--- src/rtl/fifo_sync_flags_pkg.sv ---
// Shared defaults, width helper and read-mode constants for the single-clock FIFO.
package fifo_sync_flags_pkg;

  localparam int unsigned DefDataWidth     = 8;
  localparam int unsigned DefAddressWidth  = 4;
  localparam int unsigned DefAlmostEmptyTh = 2;

  // Read-mode selectors for the FWFT parameter
  localparam int unsigned FifoModeStd  = 0;
  localparam int unsigned FifoModeFwft = 1;

  // Occupancy needs one extra bit so that "full" (== depth) is representable
  function automatic int unsigned count_width(input int unsigned aw);
    return aw + 1;
  endfunction

endpackage

--- src/rtl/fifo_ptr_counter.sv ---
// Binary wrap-around pointer with synchronous clear and count enable.
module fifo_ptr_counter #(
  parameter int unsigned WIDTH = 4
) (
  input  logic             Clk,
  input  logic             Clear_in,
  input  logic             Enable_in,
  output logic [WIDTH-1:0] Count_out
);

  logic [WIDTH-1:0] cnt_q;

  always_ff @(posedge Clk) begin
    if (Clear_in) begin
      cnt_q <= '0;
    end else if (Enable_in) begin
      cnt_q <= cnt_q + WIDTH'(1);
    end
  end

  assign Count_out = cnt_q;

endmodule

--- src/rtl/fifo_sync_flags.sv ---
// Single-clock FIFO with occupancy count, almost flags, sticky error flags and
// selectable registered / first-word-fall-through read data.
module fifo_sync_flags
  import fifo_sync_flags_pkg::*;
#(
  parameter int unsigned DATA_WIDTH      = DefDataWidth,
  parameter int unsigned ADDRESS_WIDTH   = DefAddressWidth,
  parameter int unsigned FIFO_DEPTH      = 1 << ADDRESS_WIDTH,
  parameter int unsigned ALMOST_FULL_TH  = FIFO_DEPTH - 2,
  parameter int unsigned ALMOST_EMPTY_TH = DefAlmostEmptyTh,
  parameter int unsigned FWFT            = FifoModeStd
) (
  input  logic                       Clk,
  input  logic                       Clear_in,
  input  logic [DATA_WIDTH-1:0]      Data_in,
  input  logic                       WriteEn_in,
  input  logic                       ReadEn_in,
  output logic [DATA_WIDTH-1:0]      Data_out,
  output logic                       Full_out,
  output logic                       Empty_out,
  output logic                       AlmostFull_out,
  output logic                       AlmostEmpty_out,
  output logic [ADDRESS_WIDTH:0]     Count_out,
  output logic                       Overflow_out,
  output logic                       Underflow_out
);

  localparam int unsigned CountWidth = count_width(ADDRESS_WIDTH);
  localparam logic [CountWidth-1:0] DepthC = CountWidth'(FIFO_DEPTH);
  localparam logic [CountWidth-1:0] AfThC  = CountWidth'(ALMOST_FULL_TH);
  localparam logic [CountWidth-1:0] AeThC  = CountWidth'(ALMOST_EMPTY_TH);

  if (ADDRESS_WIDTH < 2) begin : g_bad_aw
    $error("fifo_sync_flags: ADDRESS_WIDTH must be at least 2");
  end
  if (FIFO_DEPTH != (1 << ADDRESS_WIDTH)) begin : g_bad_depth
    $error("fifo_sync_flags: FIFO_DEPTH must equal 1 << ADDRESS_WIDTH");
  end

  logic [DATA_WIDTH-1:0]    mem_q [FIFO_DEPTH];
  logic [ADDRESS_WIDTH-1:0] wr_ptr, rd_ptr;
  logic [CountWidth-1:0]    count_q, count_d;
  logic                     full_q, empty_q, afull_q, aempty_q;
  logic                     ovf_q, udf_q;
  logic                     wr_acc, rd_acc;

  // Accepts use the registered flags, so a full FIFO still takes a read and
  // an empty one still takes a write in the same cycle.
  assign wr_acc = WriteEn_in & ~full_q & ~Clear_in;
  assign rd_acc = ReadEn_in & ~empty_q & ~Clear_in;

  fifo_ptr_counter #(
    .WIDTH(ADDRESS_WIDTH)
  ) u_wr_ptr (
    .Clk      (Clk),
    .Clear_in (Clear_in),
    .Enable_in(wr_acc),
    .Count_out(wr_ptr)
  );

  fifo_ptr_counter #(
    .WIDTH(ADDRESS_WIDTH)
  ) u_rd_ptr (
    .Clk      (Clk),
    .Clear_in (Clear_in),
    .Enable_in(rd_acc),
    .Count_out(rd_ptr)
  );

  always_ff @(posedge Clk) begin
    if (wr_acc) begin
      mem_q[wr_ptr] <= Data_in;
    end
  end

  always_comb begin
    count_d = count_q;
    case ({wr_acc, rd_acc})
      2'b10:   count_d = count_q + CountWidth'(1);
      2'b01:   count_d = count_q - CountWidth'(1);
      default: count_d = count_q;
    endcase
  end

  // Flags are derived from the next count so they track Count_out exactly
  always_ff @(posedge Clk) begin
    if (Clear_in) begin
      count_q  <= '0;
      full_q   <= 1'b0;
      empty_q  <= 1'b1;
      afull_q  <= 1'b0;
      aempty_q <= 1'b1;
      ovf_q    <= 1'b0;
      udf_q    <= 1'b0;
    end else begin
      count_q  <= count_d;
      full_q   <= (count_d == DepthC);
      empty_q  <= (count_d == '0);
      afull_q  <= (count_d >= AfThC);
      aempty_q <= (count_d <= AeThC);
      ovf_q    <= ovf_q | (WriteEn_in & full_q);
      udf_q    <= udf_q | (ReadEn_in & empty_q);
    end
  end

  if (FWFT == FifoModeFwft) begin : g_fwft
    assign Data_out = mem_q[rd_ptr];
  end else begin : g_std
    logic [DATA_WIDTH-1:0] data_q;

    always_ff @(posedge Clk) begin
      if (Clear_in) begin
        data_q <= '0;
      end else if (rd_acc) begin
        data_q <= mem_q[rd_ptr];
      end
    end

    assign Data_out = data_q;
  end

  assign Count_out       = count_q;
  assign Full_out        = full_q;
  assign Empty_out       = empty_q;
  assign AlmostFull_out  = afull_q;
  assign AlmostEmpty_out = aempty_q;
  assign Overflow_out    = ovf_q;
  assign Underflow_out   = udf_q;

endmodule

--- config.mk ---
export PLATFORM = sky130hd
export DESIGN_NAME = fifo_sync_flags
export DESIGN_NICKNAME = d
export VERILOG_FILES = /design/src/rtl/fifo_sync_flags_pkg.sv /design/src/rtl/fifo_ptr_counter.sv /design/src/rtl/fifo_sync_flags.sv
export SDC_FILE = /design/constraint.sdc
export NUM_CORES = 1
export LEC_CHECK = 0
export CAP_MARGIN = 0
export CORE_MARGIN = 5
export CORE_UTILIZATION = 62
export DETAILED_ROUTE_END_ITERATION = 16
export GPL_ROUTABILITY_DRIVEN = 0
export HOLD_SLACK_MARGIN = 0.1
export PLACE_DENSITY = 0.81
export SETUP_SLACK_MARGIN = 0.02
export SLEW_MARGIN = 20
export SYNTH_ARGS = -nofsm -noshare
export SYNTH_HDL_FRONTEND = slang
export SYNTH_SLANG_ARGS = --single-unit
--- constraint.sdc ---
create_clock -name Clk -period 6.46 [get_ports Clk]
set_input_delay 0.969 -clock Clk [delete_from_list [all_inputs] [get_ports Clk]]
set_output_delay 0.969 -clock Clk [all_outputs]
set_load 0.02 [all_outputs]
# --- Word level (Yosys, flattened, before mapping) ---
# Memory sizes are Yosys's and may differ from the RTL's. A register that Yosys moved wholly into a read port is not among the register bits.
# Cells that the tools add are included.
word_totals:
  in_bits: 12
  regBits: 19
  ramBits: 128
  memories: 1
  out_inout_bits: 19
mem_list:
  columns: ["memory", "words", "word_bits", "read_ports", "rd_clocked_by_memory_dff", "write_ports", "line", "rtl"]
  rows:
  - ["mem_q", 16, 8, 1, 1, 1, "fifo_sync_flags.sv:40", "logic [DATA_WIDTH-1:0] mem_q [FIFO_DEPTH];"]
op_classes:
  order_cmp: 2
  eq_ne: 3
  n_addsub: 4
  mux: 3
  n_reduce_logical: 1
  bitwise_logic: 11
op_table:
  columns: ["cell", "n"]
  rows:
  - ["5-bit one-hot mux with 2 select lines", 1]
  - ["4-bit by 1-bit adder with 4-bit output (second input constant)", 2]
  - ["1-bit bitwise AND", 6]
  - ["5-bit by 1-bit adder with 5-bit output (second input constant)", 1]
  - ["5-bit == test (second input constant)", 1]
  - ["5-bit by 4-bit greater-or-equal comparator with 1-bit output (second input constant)", 1]
  - ["5-bit by 2-bit less-or-equal comparator with 1-bit output (second input constant)", 1]
  - ["5-bit zero test", 1]
  - ["5-bit by 1-bit subtractor with 5-bit output (second input constant)", 1]
  - ["1-bit NOT", 3]
  - ["2-bit by 1-bit == test with 1-bit output (second input constant)", 1]
  - ["2-bit == test (second input constant)", 1]
  - ["1-bit 2-to-1 mux", 2]
  - ["1-bit bitwise OR", 2]

# --- Logic depth before layout (Yosys ltp) ---
depth:
  ltp_word: 6
  ltp_mapped: 11
  ltp_nobuf: 10

# --- Hierarchy ---
# From an unflattened synthesis, not the netlist that was laid out.
unflattened:
  hier_cells: 338
  hier_area_um2: 6133.4
by_module_without_submodules:
  columns: ["module", "instances", "seq_area_each_um2", "cells_per_inst", "area_per_inst_um2"]
  rows:
  - ["fifo_sync_flags", 1, 4224.1, 306, 5775.5]
  - ["fifo_ptr_counter", 2, 80.1, 16, 178.9]

# --- Least setup slack after synthesis ---
# No wires, ideal clock.
synth_path:
  path_type: "input port to flip-flop"
  startpoint: "input Clear_in"
  endpoint: "register afull_q (netlist: AlmostFull_out)"
  setup_slack_ns: 3.335
  cell_stages: 10
  t_arrival_ns: 3.005
  cell_sequence: "nor3b_4 nand2_1 xnor2_1 ha_1 or3_1 a31oi_1 a211oi_2 a211oi_2 mux2_4 or2_1"
synth_via:
  elab_chain_cells: 5
  word_cells_on_any_way: 7
synth_rtl:
  columns: ["element", "line", "rtl"]
  rows:
  - ["from (decl)", "fifo_sync_flags.sv:14", "input logic Clear_in,"]
  - ["1-bit NOT", "fifo_sync_flags.sv:49, fifo_sync_flags.sv:50", null]
  - ["1-bit bitwise AND, on equally long branches", "fifo_sync_flags.sv:50, fifo_sync_flags.sv:49", null]
  - ["2-bit by 1-bit == test with 1-bit output / 2-bit == test (equally long branches)", "fifo_sync_flags.sv:78", "case ({wr_acc, rd_acc})"]
  - ["5-bit one-hot mux with 2 select lines", "fifo_sync_flags.sv:78", null]
  - ["5-bit by 4-bit greater-or-equal comparator with 1-bit output", "fifo_sync_flags.sv:99", "afull_q <= (count_d >= AfThC);"]
  - ["to (signal assigned)", "fifo_sync_flags.sv:99", null]
  - ["to (decl)", "fifo_sync_flags.sv:43", "logic full_q, empty_q, afull_q, aempty_q;"]
# Parallel ways exist; a longest one is shown, timed or not.
# A chain may end at the register's enable or synchronous reset.

# --- Worst setup path after layout ---
# Ends and elaborated chain as after synthesis.

==> reports/qor.csv <==
stage,metric,value,unit
synth,synth-async-reset-ratio,0,%
detailed_routing,drc,0,
sta,maxSlewViolCount,0,
power,power_density,315,nW/um^2
synth,yosysUniqueCellTypes,37,
sta,max_freq,284,MHz
final_layout,nFillCells,572,
global_route,use_met3,6.84,%
run_status,status,"complete, no violations",
global_route,met2_usage,36.2,%
sta,rsz0062_at_grt,no,
sta,finalCriticalPeriod,3520,ps
synth,netlist_area,6260,um^2
global_route,grt.total_usage,21.5,%
setup_path,required,6860,ps
synth,synth_mux_area_share,16.5,%
sta,hold_viol_final,0,
setup_path,cp-startpoint,Clear_in,
floorplan,die_x,111,um
clock_tree,cts_tree,built,
clock_tree,post-cts-setup-buffers,0,
clock_tree,clk_latency,520,ps
synth,syn_area_per_cell,18.2,um^2
setup_path,crit_path_start_kind,input pin,
clock_tree,cts_buffers,17,
sta,fin_tns_setup,0,ps
clock_tree,htree_levels,4,
sta,slew_headroom,25.1,%
power,pwr-share-clk,43.3,%
synth,synthSimpleGateAreaFrac,5.95,%
synth,yosysSeqAreaShare,70.0,%
detailed_routing,viasPerCell,6.28,
power,ir_drop,0.234,mV
place,dp_hpwl,7530,um
min_path,holdCritStartpoint,Data_out[5],
synth,ys_warn_count,0,
synth,synthesis.instances,345,
sta,finClkSkew,12.6,ps
sta,tightestPinTransition,1120,ps
detailed_routing,wl_per_cell,24.2,um
synth,synthAdderAreaFrac,1.40,%
global_route,antenna_found_initial,0,
clock_tree,cts_hold_repair.buffers,0,
global_route,use_met1,26.9,%
setup_path,reg2reg_depth,10,
floorplan,io_pins,31,
flow_run,maxCapViolCount,0,
power,switching_power,534,uW
floorplan,core_area,9820,um^2
detailed_routing,via_count,3284,
synth,synth_xor_area_share,1.40,%
synth,ys.flop_type,edfxtp_1,
final_layout,syn2layout_area_growth,15.6,%
global_route,top_usage_layer,met2,
place,port_buffers,30,
synth,synth-seq-cells,155,
power,pwr-share-comb,7.2,%
setup_path,critPathCaptureType,register,
global_route,grt_start_max_net_pins,36,
detailed_routing,first_pass_iters,5,
final_layout,final_cells,523,
clock_tree,cts-root-buf,clkbuf_8,
sta,setup_violations,0,
setup_path,crit_type,in -> reg,
sta,period_share,54.5,%
clock_tree,tritoncts_num_sinks,155,
floorplan,start_util,63.8,%
synth,syn_nets,364,
synth,synth_compound_area_share,2.60,%
final_layout,diodes,0,
setup_path,cp_data_arrival_time,3920,ps
min_path,hold_class,reg -> reg,
detailed_routing,wirelength,12700,um
power,switching_share,23.4,%
global_route,grt_pass1_wl,19300,um
clock_tree,postCtsResizedCells,0,
setup_path,timing.rr.start,Empty_out,
power,p_int,1.75,mW
clock_tree,clockBufferDepth,2,
place,dpl.cell_count,491,
clock_tree,clk_pin_slew,60,ps
final_layout,fin_nets,396,
setup_path,worstPathMaxFanout,31,
synth,synth_top_family_by_area,multiplexers,
floorplan,dieArea,12200,um^2
min_path,min_path_cells,2,
global_route,grt_pass1_vias,3346,
floorplan,rows,36,
power,p_leak,2.38,nW
floorplan,chipHeight,111,um
detailed_routing,ant_nets,0,
detailed_routing,drtIter0Drc,333,
global_route,overflow,0,
synth,synth_edf_count,128,
final_layout,drive_gt1_share,14.1,%
power,p_seq_share,49.5,%
final cells by class:
type | count | area [um^2] | area share (%)
Timing Repair Buffer | 33 | 323 | 4.46
Inverter | 5 | 18.8 | 0.259
Clock buffer | 17 | 414 | 5.72
Clock inverter | 15 | 183 | 2.52
Tap cell | 133 | 166 | 2.30
Multi-Input combinational cell | 165 | 1750 | 24.2
Sequential cell | 155 | 4390 | 60.6
stage by stage:
| stage | instance area [um^2] | setup slack, ps | hold slack [ps] | total power [mW] | util [%] |
|---|---|---|---|---|---|
| after floorplan | 6260 | 3340 | 482 | 1.26 | - |
| after global placement | 6650 | 2510 | 444 | 1.31 | 67.7 |
| after detailed placement | 6650 | 2420 | 447 | 1.31 | 67.7 |
| after CTS | 7240 | 2970 | 456 | 2.30 | 73.8 |
| after global routing | 7240 | 2750 | 480 | 2.36 | 73.8 |
| final | 7240 | 2940 | 454 | 2.28 | 73.8 |
state kept, by name, summed over array words and instances, names as in the netlist, 4 cells and up:
| name | count |
|---|---|
| u_wr_ptr.Count_out | 4 |
| mem_q | 128 |
| Data_out | 8 |
| Count_out | 5 |
| u_rd_ptr.Count_out | 4 |
cells by family (layout without fill, tap and decap cells):
family / after synthesis / in the layout
AND/OR/NAND/NOR: 81 / 81
flip-flops: 155 / 155
buffers and inverters: 25 / 70
AO/OA/AOI/OAI: 25 / 25
XOR/XNOR: 10 / 10
adder cells (fa/ha/maj): 7 / 7
multiplexers: 42 / 42
power groups by stage:
stage | Clock (mW) | Combinational, mW | Sequential, mW
finish | 0.988 | 0.165 | 1.13
global route | 1.05 | 0.177 | 1.13
CTS | 1.00 | 0.165 | 1.13
detailed placement | 0 | 0.160 | 1.15
global placement | 0 | 0.156 | 1.15
floorplan | 0 | 0.114 | 1.14
final timing paths:
| path | end | slack, ps |
|---|---|---|
| max | AlmostFull_out | 2940 |
| min | Data_out[5] | 450 |
| max reg2reg | AlmostFull_out | 3710 |
| min reg2reg | Data_out[5] | 450 |
cell usage after synthesis (2+ instances only):
cell      instances  area (um^2)
ha_1              7         87.6
nand2b_1          4         25.0
nor3_1            8         40.0
mux4_1           28          736
a21oi_1          15         75.1
mux4_2           12          270
nand4_1           4         25.0
buf_2             3         15.0
nor2_1           26         97.6
clkbuf_1          9         33.8
nand2_1          28          105
buf_6             4         45.0
dfxtp_1          27          541
xor2_1            6         52.6
nor2b_1           3         18.8
and3_1            3         18.8
buf_1             3         11.3
a211oi_2          2         25.0
inv_1             5         18.8
xnor2_1           4         35.0
edfxtp_1        128         3840
critical path, cell delays in order:
cell	delay, ps
clkdlybuf4s50_1	400
buf_4	240
nor3b_4	360
nand2_1	160
xnor2_1	160
ha_1	230
or3_1	320
a31oi_1	210
a211oi_2	60
a211oi_2	230
mux2_4	350
or2_1	230
layout by cell type, fill, tap and decap left out, drive strengths merged, types with 6 or more instances in the layout:
cell type      count
nand2             28
xor2               6
ha                 7
dfxtp             27
clkdlybuf4s50     30
a21oi             15
edfxtp           128
nor2              26
nor3               8
mux4              40
clkbuf            17
inv               12
per-layer routing:
layer,up-vias,part of all wire [%]
li1,1441,-
met1,1644,39
met2,183,52
met3,16,8.5
met4,0,1.1
met5,-,0
Note: power is estimated with default switching activity, not from simulation.
==> patch 1 (same settings) <==
Set the package constant `DefDataWidth` to 9 (it was 8).
--- a/src/rtl/fifo_sync_flags_pkg.sv
+++ b/src/rtl/fifo_sync_flags_pkg.sv
@@ -2,5 +2,5 @@
 package fifo_sync_flags_pkg;
 
-  localparam int unsigned DefDataWidth     = 8;
+  localparam int unsigned DefDataWidth     = 9;
   localparam int unsigned DefAddressWidth  = 4;
   localparam int unsigned DefAlmostEmptyTh = 2;
Interface: changed (resized Data_in and Data_out); port bits go from 31 to 33. No check against the original RTL was run, so the function may have changed too.
==> patch 1 against the original RTL <==
Worst setup slack better by 0.11 ns. Sequential share of layout area is 1.9 points higher. Wire length is 1.3% higher. Sequential cell count up 17. Fmax rose by 3.1%. First-iteration DRC count decreased by 3.3%. Cell count increased by 7.3%. Count of clock-buffer cells in the layout unchanged. Area after synthesis grew 9.2%. Non-clock buffer count rose by 6. Power is 6.1% higher. Cell area increased by 8.0%.
==> patch 1: results (changes against the original RTL) <==
Outcome
  • Result of the run: finished clean

Drt
  • Detail-routed net length per standard cell: 22.89 um (-5.5%)
  • Initial DRC Count: 322 (-3.3%)
  • Detail-routed via count per cell: 6.169 (-1.7%)
  • DR vias: 3461 (+5.4%)

Critical path
  • Slack of the worst reg-to-reg path: 3.77 ns (+0.06 ns)
  • Maximum fanout along the worst path: 32 (+3.2%)
  • Worst EP arrival: 3.84 ns (-0.08 ns)

STA
  • Clock Skews: 0.007312 ns (-0.005295 ns)
  • Worst slew pin tran: 1.009 ns (-0.1154 ns)

Cells and area
  • Fraction of area in non-clock buffers: 4.767% (+0.31 points)
  • Final standard cell utilization of the core: 72.15% (-1.6 points)
  • Nets: 428 (+8.1%)
  • Multi-input gate area: 1789 sq um (+2.1%)
  • Storage cell area: 4886 sq um (+11%)
  • Final sequential cell count: 172 (+11%)
  • Fraction of final layout cells sized beyond drive strength 1: 20.43% (+6.3 points)
  • Clock network share of area: 7.407% (-0.83 points)
  • Flip-flop count of the largest register after layout: 144 (+13%)
  • Fill cell count: 627 (+9.6%)

Synthesis
  • Dominant cells by area after synthesis: sky130_fd_sc_hd__edfxtp_1, sky130_fd_sc_hd__mux4_2, sky130_fd_sc_hd__dfxtp_1
  • Synth top cells by count: sky130_fd_sc_hd__edfxtp_1, sky130_fd_sc_hd__mux4_2, sky130_fd_sc_hd__nand2_1, sky130_fd_sc_hd__dfxtp_1, sky130_fd_sc_hd__nor2_1
  • Yosys cell types: 42 (+14%)
  • Sequential-to-total area share from yosys stat: 71.42% (+1.4 points)
  • Number of enable-type register cells in the synthesized netlist: 144 (+13%)

Pwr
  • Maximum vdd drop: 0.0002235 V (-4.5%)
  • Leakage component of the power: 0.002499 uW (+4.8%)
  • Clock-net power: 987 uW (about the same)

Global route
  • Largest net degree at the start of global routing: 40 (+11%)
  • Wire length of the first global-routing pass: 20370 um (+5.5%)

Placed design
  • Placed Cells incl. Taps: 529 (+7.7%)
  • Area after detailed placement: 7242 sq um (+9.0%)
  • # port buffers: 32 (+6.7%)
  • Detailed placer's ending HPWL: 7986 um (+6.0%)

CTS
  • Skew-Pair Late Insertion Delay: 0.54 ns (+0.02 ns)
patch 1: per-layer routing:
layer,track usage (%),share of wire (%),vias up
li1,-,-,1548
met1,30.85,43,1771
met2,33.18,50,127
met3,6.053,6.0,15
met4,6.338,1.1,0
met5,0,0,-
patch 1: worst min path at each step:
stage                                from                     to  slack, ns  cells past startpoint
floorplan           u_wr_ptr.Count_out[1]  u_wr_ptr.Count_out[1]       0.48                      2
global placement              Data_out[0]            Data_out[0]       0.45                      2
detailed placement            Data_out[2]            Data_out[2]       0.45                      2
CTS                           Data_out[2]            Data_out[2]       0.46                      2
global route                  Data_out[8]            Data_out[8]       0.49                      2
finish                        Data_out[2]            Data_out[2]       0.45                      2
patch 1: cells by family after synthesis:
logic type	count (synthesis)	share of synthesized area [%]
adders and majority gates	7	1.281
buffers and inverters	25	2.415
muxes	47	15.51
DFF	172	71.42
AOI/OAI and AO/OA	26	2.452
and+or+nand+nor	83	5.635
xor gates and xnor gates	10	1.281
patch 1: critical path: stages:
cell                              delay, ns
sky130_fd_sc_hd__clkdlybuf4s50_1       0.39
sky130_fd_sc_hd__buf_4                 0.24
sky130_fd_sc_hd__nor3b_4               0.35
sky130_fd_sc_hd__nand2_2               0.11
sky130_fd_sc_hd__xnor2_1               0.14
sky130_fd_sc_hd__ha_1                  0.23
sky130_fd_sc_hd__or3_1                 0.32
sky130_fd_sc_hd__a31oi_1               0.17
sky130_fd_sc_hd__a211oi_1              0.09
sky130_fd_sc_hd__a211oi_2              0.24
sky130_fd_sc_hd__mux2_4                0.35
sky130_fd_sc_hd__or2_1                 0.23
==> patch 2 (same settings) <==
Without the edit above. Register the output `Count_out` once more; this adds one clock of latency there. The other outputs are not delayed to match.
--- a/src/rtl/fifo_sync_flags.sv
+++ b/src/rtl/fifo_sync_flags.sv
@@ -30,4 +30,6 @@
   localparam logic [CountWidth-1:0] AfThC  = CountWidth'(ALMOST_FULL_TH);
   localparam logic [CountWidth-1:0] AeThC  = CountWidth'(ALMOST_EMPTY_TH);
+
+  logic [ADDRESS_WIDTH:0] Count_d;
 
   if (ADDRESS_WIDTH < 2) begin : g_bad_aw
@@ -120,5 +122,5 @@
   end
 
-  assign Count_out       = count_q;
+  assign Count_d         = count_q;
   assign Full_out        = full_q;
   assign Empty_out       = empty_q;
@@ -128,4 +130,8 @@
   assign Underflow_out   = udf_q;
 
+  always_ff @(posedge Clk) begin
+    Count_out <= Count_d;
+  end
+
 endmodule
 
Function: changed (Yosys sat finds a counterexample within 4 cycles, from zero or initial values).
==> patch 2 against the original RTL <==
Power grew 0.92%. Cell area up 1.2%. Core utilization down 1.8 points. Worst setup slack better by 0.11 ns. Sequential cell count is 5 higher. Wire length fell by 6.2%. Area after synthesis increased by 1.6%. Largest cell class unchanged.
==> patch 2: results (changes against the original RTL) <==
Synthesis
  • Post-Synthesis Cells: 350 (+1.4%)
  • Post-synthesis share of cell area spent on xor and xnor gates: 1.376% (-0.022 points)
  • Synth top cells by count: sky130_fd_sc_hd__edfxtp_1, sky130_fd_sc_hd__dfxtp_1, sky130_fd_sc_hd__mux4_1, sky130_fd_sc_hd__nand2_1, sky130_fd_sc_hd__nor2_1
  • Fraction of synthesized area in multiplexers: 16.20% (-0.26 points)
  • Sequential-to-total area share from yosys stat: 70.45% (+0.47 points)
  • Fraction of the mapped netlist area in compound gates: 2.556% (-0.041 points)
  • Dominant cells by area after synthesis: sky130_fd_sc_hd__edfxtp_1, sky130_fd_sc_hd__mux4_1, sky130_fd_sc_hd__dfxtp_1

Critical path
  • Worst EP arrival: 3.81 ns (-0.11 ns)
  • Slack of the worst reg-to-reg path: 3.70 ns (about the same)
  • Maximum fanout along the worst path: 7 (-77%)
  • Delay contributed by the slowest stage of the critical path: 0.54 ns (+0.14 ns)

Placed design
  • Area after detailed placement: 6748 sq um (+1.5%)
  • Placed Cells incl. Taps: 500 (+1.8%)
  • Post-placement worst setup slack: 1.919 ns (-0.5010 ns)
  • Detailed placer's ending HPWL: 7147 um (-5.1%)

Global route
  • Via count of the first global-routing pass: 3251 (-2.8%)
  • GR met2 Demand/Resource: 33.13% (-3.1 points)
  • GR Util met3: 5.186% (-1.7 points)
  • Tot GR Track Use: 20.63% (-0.85 points)
  • Wire length of the first global-routing pass: 18950 um (-1.9%)

Hold path
  • Worst hold path stage count: 0 (-2)
  • Hold_sp: Count_d[4]
  • Worst hold path endpoint: Count_out[4]

Cells and area
  • Fill cell count: 591 (+3.3%)
  • Nets: 402 (+1.5%)
  • Fraction of final layout cells sized beyond drive strength 1: 13.38% (-0.72 points)
  • Final standard cell count with taps included and fillers excluded: 532 (+1.7%)

STA
  • Clock Skews: 0.01083 ns (-0.001775 ns)
  • Remaining max-slew budget at the tightest pin: 26.03% (+0.98 points)
  • Fin crit period: 3.410 ns (-0.1092 ns)

Drt
  • Drt first pass iters: 4 (-1)
  • Initial DRC Count: 287 (-14%)
  • Detail-routed net length per standard cell: 22.35 um (-7.8%)
  • Detail-routed via count per cell: 6.015 (-4.2%)

Outcome
  • Result of the run: finished clean

Pwr
  • Net switching share of the total power: 22.57% (-0.83 points)
  • Cell Pwr Density: 314.4 nW/um^2 (-0.29%)
  • Leakage component of the power: 0.002412 uW (+1.2%)
[patch 2: changes by cell type in the layout (fill, tap and decap cells not counted), sizes merged]
cell	unedited run	this run
buf	3	5
bufinv	2	1
clkbuf	17	21
clkdlybuf4s50	30	29
clkinv	4	0
clkinvlp	2	3
dfxtp	27	32
[patch 2: layer usage]
| layer | wire length [um] | vias to the layer above |
|---|---|---|
| met5 | 0 | - |
| met1 | 4879 | 1615 |
| met3 | 681 | 17 |
| li1 | - | 1457 |
| met2 | 6082 | 111 |
| met4 | 246 | 0 |
[patch 2: cell type report]
type | count | area share, %
sequential | 160 | 61.20
tap | 136 | 2.321
timing repair buffer | 34 | 4.438
multi-input combinational | 165 | 23.76
clock inverter | 11 | 1.587
clock buffer | 21 | 6.435
inverter | 5 | 0.2560
[patch 2: logic make-up (layout without fill, tap and decap cells)]
logic type / Yosys count / in the layout
flops: 160 / 160
simple gates: 81 / 81
mux: 42 / 42
compound gates: 25 / 25
buf+inv: 25 / 71
xor+xnor: 10 / 10
fa+ha+maj: 7 / 7
